--- config.mk ---
export PLATFORM = sky130hd
export DESIGN_NAME = boot_loader_flat
export DESIGN_NICKNAME = d
export VERILOG_FILES = /design/src/rtl/boot_loader_if.sv /design/src/rtl/boot_loader.sv /design/src/flat_wrapper.sv
export SDC_FILE = /design/constraint.sdc
export NUM_CORES = 1
export LEC_CHECK = 0
export ABC_CLOCK_PERIOD_IN_PS = 2100
export CAP_MARGIN = 15
export CORE_MARGIN = 3
export CORE_UTILIZATION = 49
export DETAILED_ROUTE_END_ITERATION = 12
export GPL_TIMING_DRIVEN = 0
export PLACE_DENSITY = 0.76
export SLEW_MARGIN = 15
export SYNTH_ARGS = -nofsm -noshare
export SYNTH_HDL_FRONTEND = slang
export SYNTH_SLANG_ARGS = --single-unit
--- constraint.sdc ---
create_clock -name clk -period 2.1 [get_ports clk]
set_input_delay 0.21 -clock clk [delete_from_list [all_inputs] [get_ports clk]]
set_output_delay 0.21 -clock clk [all_outputs]
set_load 0.01 [all_outputs]
--- src/rtl/boot_loader_if.sv ---
// ---------------------------------------------------------------------------
// boot_loader_if
// Purpose : bundles the host byte handshake and the program-memory write
//           port of the boot loader into one interface.
// Signals :
//   byte_in     host data byte                 (host -> loader)
//   byte_valid  byte_in is valid this cycle    (host -> loader)
//   byte_ready  loader accepts a byte          (loader -> host)
//   mem_we      program-memory write strobe    (loader -> memory)
//   mem_addr    program-memory word address    (loader -> memory)
//   mem_wdata   program-memory write data      (loader -> memory)
// Modports:
//   master  host / memory side (drives the byte stream)
//   slave   the loader itself
// ---------------------------------------------------------------------------
interface boot_loader_if #(
   parameter int ADDR_W = 8
);
   logic [7:0]        byte_in;
   logic              byte_valid;
   logic              byte_ready;
   logic              mem_we;
   logic [ADDR_W-1:0] mem_addr;
   logic [15:0]       mem_wdata;

   modport master (
      output byte_in, byte_valid,
      input  byte_ready, mem_we, mem_addr, mem_wdata
   );

   modport slave (
      input  byte_in, byte_valid,
      output byte_ready, mem_we, mem_addr, mem_wdata
   );
endinterface

--- src/rtl/boot_loader.sv ---
// ---------------------------------------------------------------------------
// boot_loader
// Purpose : receives a big-endian byte stream from the host (16-bit length N,
//           then N 16-bit words), writes the words into program memory from
//           address 0 upward and holds the processor in reset until the image
//           is complete. Oversized images (N > MAX_WORDS) end in ERR.
// Ports   :
//   clk        system clock, rising edge
//   reset_pin  synchronous active-low reset
//   bus        boot_loader_if.slave (byte handshake + memory write port)
//   cpu_reset  1 = processor held in reset
//   done       image loaded, processor running
//   error      load failed, processor stays in reset
// Config  :
//   BOOT_LOADER_CHECKSUM_EN  when defined, a 16-bit checksum word follows
//                            the data; a mismatch against the mod-2^16 sum
//                            of the data words ends in ERR.
// ---------------------------------------------------------------------------
module boot_loader #(
   parameter int ADDR_W    = 8,
   parameter int MAX_WORDS = 256
) (
   input  logic          clk,
   input  logic          reset_pin,
   boot_loader_if.slave  bus,
   output logic          cpu_reset,
   output logic          done,
   output logic          error
);

   typedef enum logic [3:0] {
      LEN_HI,
      LEN_LO,
      DAT_HI,
      DAT_LO,
      WRITE,
`ifdef BOOT_LOADER_CHECKSUM_EN
      CS_HI,
      CS_LO,
`endif
      RUN,
      ERR
   } state_t;

`ifdef BOOT_LOADER_CHECKSUM_EN
   localparam state_t AFTER_DATA = CS_HI;
`else
   localparam state_t AFTER_DATA = RUN;
`endif

   localparam logic [ADDR_W:0] IDX_ONE = 1;

   state_t            state_q, state_d;
   logic [15:0]       len_q, len_d;
   logic [ADDR_W:0]   idx_q, idx_d;
   logic [7:0]        dataHi_q, dataHi_d;
   logic [ADDR_W-1:0] memAddr_q, memAddr_d;
   logic [15:0]       memWdata_q, memWdata_d;
`ifdef BOOT_LOADER_CHECKSUM_EN
   logic [15:0]       sum_q, sum_d;
`endif

   logic [15:0] newLen;
   logic        xfer;

   assign newLen        = {len_q[15:8], bus.byte_in};
   assign xfer          = bus.byte_valid & bus.byte_ready;
   assign bus.mem_addr  = memAddr_q;
   assign bus.mem_wdata = memWdata_q;

   // State and datapath registers; reset aborts any load in progress and
   // restarts addressing at word 0.
   always_ff @(posedge clk) begin
      if (!reset_pin) begin
         state_q    <= LEN_HI;
         len_q      <= '0;
         idx_q      <= '0;
         dataHi_q   <= '0;
         memAddr_q  <= '0;
         memWdata_q <= '0;
`ifdef BOOT_LOADER_CHECKSUM_EN
         sum_q      <= '0;
`endif
      end else begin
         state_q    <= state_d;
         len_q      <= len_d;
         idx_q      <= idx_d;
         dataHi_q   <= dataHi_d;
         memAddr_q  <= memAddr_d;
         memWdata_q <= memWdata_d;
`ifdef BOOT_LOADER_CHECKSUM_EN
         sum_q      <= sum_d;
`endif
      end
   end

   // Next-state and datapath update. The memory address/data registers are
   // loaded on the low-byte transfer so they are stable through WRITE and
   // keep their values afterwards. idx is one wider than the address so it
   // can reach N == 2**ADDR_W for the last-word comparison.
   always_comb begin
      state_d    = state_q;
      len_d      = len_q;
      idx_d      = idx_q;
      dataHi_d   = dataHi_q;
      memAddr_d  = memAddr_q;
      memWdata_d = memWdata_q;
`ifdef BOOT_LOADER_CHECKSUM_EN
      sum_d      = sum_q;
`endif
      case (state_q)
         LEN_HI: begin
            if (xfer) begin
               len_d[15:8] = bus.byte_in;
               state_d     = LEN_LO;
            end
         end
         LEN_LO: begin
            if (xfer) begin
               len_d = newLen;
               if (newLen == 16'd0) begin
                  state_d = AFTER_DATA;
               end else if (int'(newLen) > MAX_WORDS) begin
                  state_d = ERR;
               end else begin
                  state_d = DAT_HI;
               end
            end
         end
         DAT_HI: begin
            if (xfer) begin
               dataHi_d = bus.byte_in;
               state_d  = DAT_LO;
            end
         end
         DAT_LO: begin
            if (xfer) begin
               memAddr_d  = idx_q[ADDR_W-1:0];
               memWdata_d = {dataHi_q, bus.byte_in};
               state_d    = WRITE;
            end
         end
         WRITE: begin
            idx_d = idx_q + IDX_ONE;
`ifdef BOOT_LOADER_CHECKSUM_EN
            sum_d = sum_q + memWdata_q;
`endif
            if (16'(idx_q + IDX_ONE) == len_q) begin
               state_d = AFTER_DATA;
            end else begin
               state_d = DAT_HI;
            end
         end
`ifdef BOOT_LOADER_CHECKSUM_EN
         CS_HI: begin
            if (xfer) begin
               dataHi_d = bus.byte_in;
               state_d  = CS_LO;
            end
         end
         CS_LO: begin
            if (xfer) begin
               state_d = ({dataHi_q, bus.byte_in} == sum_q) ? RUN : ERR;
            end
         end
`endif
         RUN:     state_d = RUN;
         ERR:     state_d = ERR;
         default: state_d = LEN_HI;
      endcase
   end

   // Outputs decoded from the state. byte_ready and mem_we are gated by
   // reset_pin so nothing is offered or written in a reset cycle.
   always_comb begin
      bus.byte_ready = 1'b0;
      bus.mem_we     = 1'b0;
      cpu_reset      = 1'b1;
      done           = 1'b0;
      error          = 1'b0;
      case (state_q)
         LEN_HI, LEN_LO, DAT_HI, DAT_LO: bus.byte_ready = reset_pin;
`ifdef BOOT_LOADER_CHECKSUM_EN
         CS_HI, CS_LO:                   bus.byte_ready = reset_pin;
`endif
         WRITE:                          bus.mem_we     = reset_pin;
         RUN: begin
            cpu_reset = 1'b0;
            done      = 1'b1;
         end
         ERR:                            error          = 1'b1;
         default: ;
      endcase
   end

endmodule

--- src/flat_wrapper.sv ---
// flat-port wrapper written by rule: the top's interface ports become plain ports
module boot_loader_flat 
#(
   parameter int ADDR_W    = 8,
   parameter int MAX_WORDS = 256
)
  (clk, reset_pin, cpu_reset, done, error, bus_byte_in, bus_byte_valid, bus_byte_ready, bus_mem_we, bus_mem_addr, bus_mem_wdata);
  boot_loader_if #(.ADDR_W(ADDR_W)) bus_i ();
  input  logic clk;
  input  logic reset_pin;
  output logic cpu_reset;
  output logic done;
  output logic error;
  input wire logic [$bits(bus_i.byte_in)-1:0] bus_byte_in;
  input wire logic [$bits(bus_i.byte_valid)-1:0] bus_byte_valid;
  output wire logic [$bits(bus_i.byte_ready)-1:0] bus_byte_ready;
  output wire logic [$bits(bus_i.mem_we)-1:0] bus_mem_we;
  output wire logic [$bits(bus_i.mem_addr)-1:0] bus_mem_addr;
  output wire logic [$bits(bus_i.mem_wdata)-1:0] bus_mem_wdata;
  assign bus_i.byte_in = bus_byte_in;
  assign bus_i.byte_valid = bus_byte_valid;
  assign bus_byte_ready = bus_i.byte_ready;
  assign bus_mem_we = bus_i.mem_we;
  assign bus_mem_addr = bus_i.mem_addr;
  assign bus_mem_wdata = bus_i.mem_wdata;
  boot_loader #(.ADDR_W(ADDR_W), .MAX_WORDS(MAX_WORDS)) u_core (.clk(clk), .reset_pin(reset_pin), .bus(bus_i), .cpu_reset(cpu_reset), .done(done), .error(error));
endmodule
# Word level (Yosys, flattened, before mapping)
# Cells that the tools add are included.
# totals
in_bits	11
word_cells	46
mem_count	0
romBits	0
latchBits	0
register_bits	61
ram_bits	0
# op_classes
div	0
addsub	2
n_eq_ne	11
reduce_logical	8
n_mux	15
n_mul	0
n_shift	0
bitwise_logic	2
n_lt_le_gt_ge	1
# ops
cell	n
$pmux W4 S7	1
$eq A16 B16 Y1	1
$gt A16 B9 Y1 const B	1
$logic_not A16 Y1	1
$mux W4	4
$pmux W8 S2	1
$eq A4 B3 Y1 const B	3
$add A9 B1 Y10 const B	1
$add A9 B1 Y9 const B	1
$mux W3	3
$eq A4 B2 Y1 const B	2
$mux W8	1
$ne A2 B1 Y1 const B	4
$reduce_and A2 Y1	3
$mux W1	5
$eq A4 B1 Y1 const B	1
$logic_not A4 Y1	1
$reduce_and A4 Y1	1
$reduce_or A4 Y1	1
$reduce_and A3 Y1	1
$and A1 B1 Y1	1
$not A1 Y1	1

# Logic depth before layout (Yosys ltp)
# logic_depth
depth_word	6
depth_mapped	7
mapped_depth_nobuf	6

# Worst setup path after synthesis
# OpenSTA, ideal clock, no wires.
# synth_path
path_type	reg2reg
start	reg u_core.idx_q[1]
end	reg u_core.state_q[1]
stages_incl_launch_ff	8
path_buffers	1
required_ns	1.978
path_slack_ns	-0.042
arrival_time_ns	2.021
setup_time_ns	0.122
cell_sequence	dfxtp_1 > ha_1 > buf_2 > nand4_1 > o21a_1 > o41a_1 > a2111o_1 > o311a_1
# synth_between
elab_chain_cells	4
# synth_lines
item	line	text
start: declaration	boot_loader.sv:55	logic [ADDR_W:0] idx_q, idx_d;
start signal: assignment	boot_loader.sv:87	idx_q <= idx_d;
$add A9 B1 Y10	boot_loader.sv:148	if (16'(idx_q + IDX_ONE) == len_q) begin
$eq A16 B16 Y1	boot_loader.sv:148	
$mux W3	boot_loader.sv:148	
$pmux W4 S7	boot_loader.sv:111	case (state_q)
end signal: assignment	boot_loader.sv:85	state_q <= state_d;
end: declaration	boot_loader.sv:53	state_t state_q, state_d;
# No other way between the ends.
# A chain may end at the register's enable or synchronous reset.

# Worst setup path in the final report
# Ends and elaborated chain as after synthesis.

==> reports/metrics.csv <==
metric,value,unit
status,finished clean,
critical path's top delay family,compound AO/OA/AOI/OAI gates,
"most common cell after layout, fill and taps aside",nand2_1,
fill cell count,494,
Post-Place Cell Area,0.00335,sq mm
mapped cell area,0.00288,sq mm
largest net degree at the start of global routing,13,
Via density,5.57,
worst slew pin tran,578,ps
Peak Freq,485,MHz
post-synthesis cell type count,48,
CP max stage delay,410,ps
number of flops mapped to enable cells by yosys,0,
initial antenna violation count,0,
critical path class,reg -> reg,
DRC errors left,0,
Clock Skews,4.67,ps
Global Route Usage Sum,22.8,%
Sum Neg Setup Slack,0,ps
startpoint types,register,
share of cells above drive strength 1,10.9,%
sequential area share after synthesis,41.7,%
Routed Antenna Nets,0,
unrepaired setup endpoints after global routing,no,
htree depth,3,
RD Place Congestion,0.886,
CP required,2320,ps
"critical path, cell by cell",ha_1 > buf_6 > nand4_1 > o21a_1 > o41a_1 > a2111o_1 > o311a_1,
VDD IR max,0.798,mV
Detailed Routing Iterations Pass 1,5,
Max Fanout on Critical Path,2,
die area,0.00683,sq mm
Routed Wire Length,7270,um
hold buffers post-CTS,0,
Crit-path slowest cell,a2111o_1,
via count,2589,
CTS Sinks,60,
Syn. warnings,0,
Max Cap Violations,0,
Crit path arrival time,2290,ps
fin crit period,2060,ps
Initial Util,51.3,%
Ports,40,
"Area growth, synth to finish",28.2,%
IO buf count,38,
Most used DFF post-synth,dfxtp_1,
#FFs+latches synth,60,
Crit. End Element,register,
Num CTS Buffers,9,
Leak,1.30,nW
Wirelength per Cell,15.6,um
most frequent cells in the layout,"nand2_1 (68), dfxtp_1 (57), clkdlybuf4s50_1 (38), a21boi_0 (34), nor2b_1 (19)",
Die Span Y,82.7,um
DR iter-0 viols,288,
Worst-path clk slew,70,ps
Async SR Flop Fraction,0,%
total gr overflow,0,
"Net Count, Synth",348,
Die X,82.7,um
Diodes inserted,0,
maximum root-to-sink buffer count,2,
Worst-Skew Late Latency,340,ps
Final Hold Vio Count,0,
fin area,0.00369,sq mm
Clock Root Buffer,clkbuf_8,
DPL Wire Length,5010,um
"Net count, final",400,
CORE AREA,0.00561,sq mm
P per Cell Area,737,mW/mm^2
type of the worst min-delay path,reg -> reg,
TritonCTS clock tree,done,
Slew Limit Fails,0,
post-synthesis instance total,336,
Buf/Inv on CP,1,
syn_area_per_cell,8.57,sq um
final setup fails,0,
hold_ws,464,ps
vias in the first global route,2482,
first-pass GRT wire length,11700,um
Cell Rows,27,
Final period util,98.2,%
worst relative slew slack,60.9,%
per-stage QoR:
step	instances	utilization (%)	power, mW	setup WS, ps
after global placement	446	59.8	1.43	-464
after CTS	465	65.3	2.72	13.0
after global routing	465	65.8	2.81	6.16
after floorplan	336	-	1.36	28.9
after detailed placement	446	59.8	1.44	-474
final	465	65.8	2.72	37.0
Yosys cell counts (2+ instances only):
cell type	number	area share, %
nand2_1	69	9.0
nor3b_1	3	0.78
clkbuf_1	13	1.7
mux2i_1	16	5.6
a21boi_0	34	8.9
and2_1	11	2.4
nor3_1	5	0.87
and3_1	4	0.87
nor2_1	9	1.2
buf_2	8	1.4
a21oi_1	4	0.70
or3_1	2	0.43
nand4_1	7	1.5
o21ai_0	14	2.4
xor2_1	7	2.1
nor2b_1	20	4.3
nand3_1	4	0.70
nor4b_1	2	0.61
dfxtp_1	60	42
inv_1	3	0.39
xnor2_1	10	3.0
nor4_1	4	0.87
o211ai_1	2	0.52
state kept, by name, indices dropped and copies added, names as in the netlist:
name                  count
u_core.state_q            3
u_core.idx_q              9
u_core.len_q             16
u_core.bus.mem_wdata     16
u_core.dataHi_q           8
u_core.bus.mem_addr       8
layer usage:
metal	up-vias	wire [um]	GRT usage, %
met4	0	128	9.64
met5	-	0	0
met1	1192	3240	29.0
li1	1272	-	-
met3	21	519	6.62
met2	104	3370	35.9
kinds of logic (layout without fill, tap and decap cells):
| family | after synthesis | in the layout | synth area share, % |
|---|---|---|---|
| compound gates | 69 | 69 | 17.1 |
| xor+xnor | 17 | 17 | 5.17 |
| fa+ha+maj | 1 | 1 | 0.435 |
| buf+inv | 25 | 82 | 3.61 |
| flops | 60 | 60 | 41.7 |
| mux | 16 | 16 | 5.56 |
| simple gates | 148 | 148 | 26.4 |
worst register-to-register path: cells and delay by family (launching register included):
kind / cells / cell delay (ps)
AO/OA/AOI/OAI: 4 / 1230
flip-flops: 1 / 350
adder cells (fa/ha/maj): 1 / 150
AND/OR/NAND/NOR: 1 / 120
buffers and inverters: 1 / 100
worst paths after layout:
check	slack (ps)	start	cells after the start	endpoint
min	460	u_core.bus.mem_wdata[13]	2	u_core.bus.mem_wdata[13]
max reg2reg	40	u_core.idx_q[1]	7	u_core.state_q[1]
max	40	u_core.idx_q[1]	7	u_core.state_q[1]
min reg2reg	460	u_core.bus.mem_wdata[13]	2	u_core.bus.mem_wdata[13]
repair_timing:
action / 4_1_cts / 5_1_grt
pin swaps: 4 / 1
buffers inserted: 4 / 0
gates resized for setup: 11 / 10
setup endpoints to repair: 25 / 22
report_power, final:
group | total [mW] | switching [mW] | internal, mW
registers | 1.19 | 0.0280 | 1.16
logic | 0.244 | 0.132 | 0.112
clock network | 1.29 | 0.493 | 0.796
area by class of cell:
class	count	area, sq um	share of cell area (%)
tap	72	90.1	2.44
buffer	21	100	2.71
multi-input combinational	251	1620	44.0
sequential	60	1210	32.7
clock buffer	9	124	3.36
inverter	3	11.3	0.305
clock inverter	7	124	3.36
timing repair buffer	42	410	11.1
No activity file was read; power rests on OpenSTA's default activity.
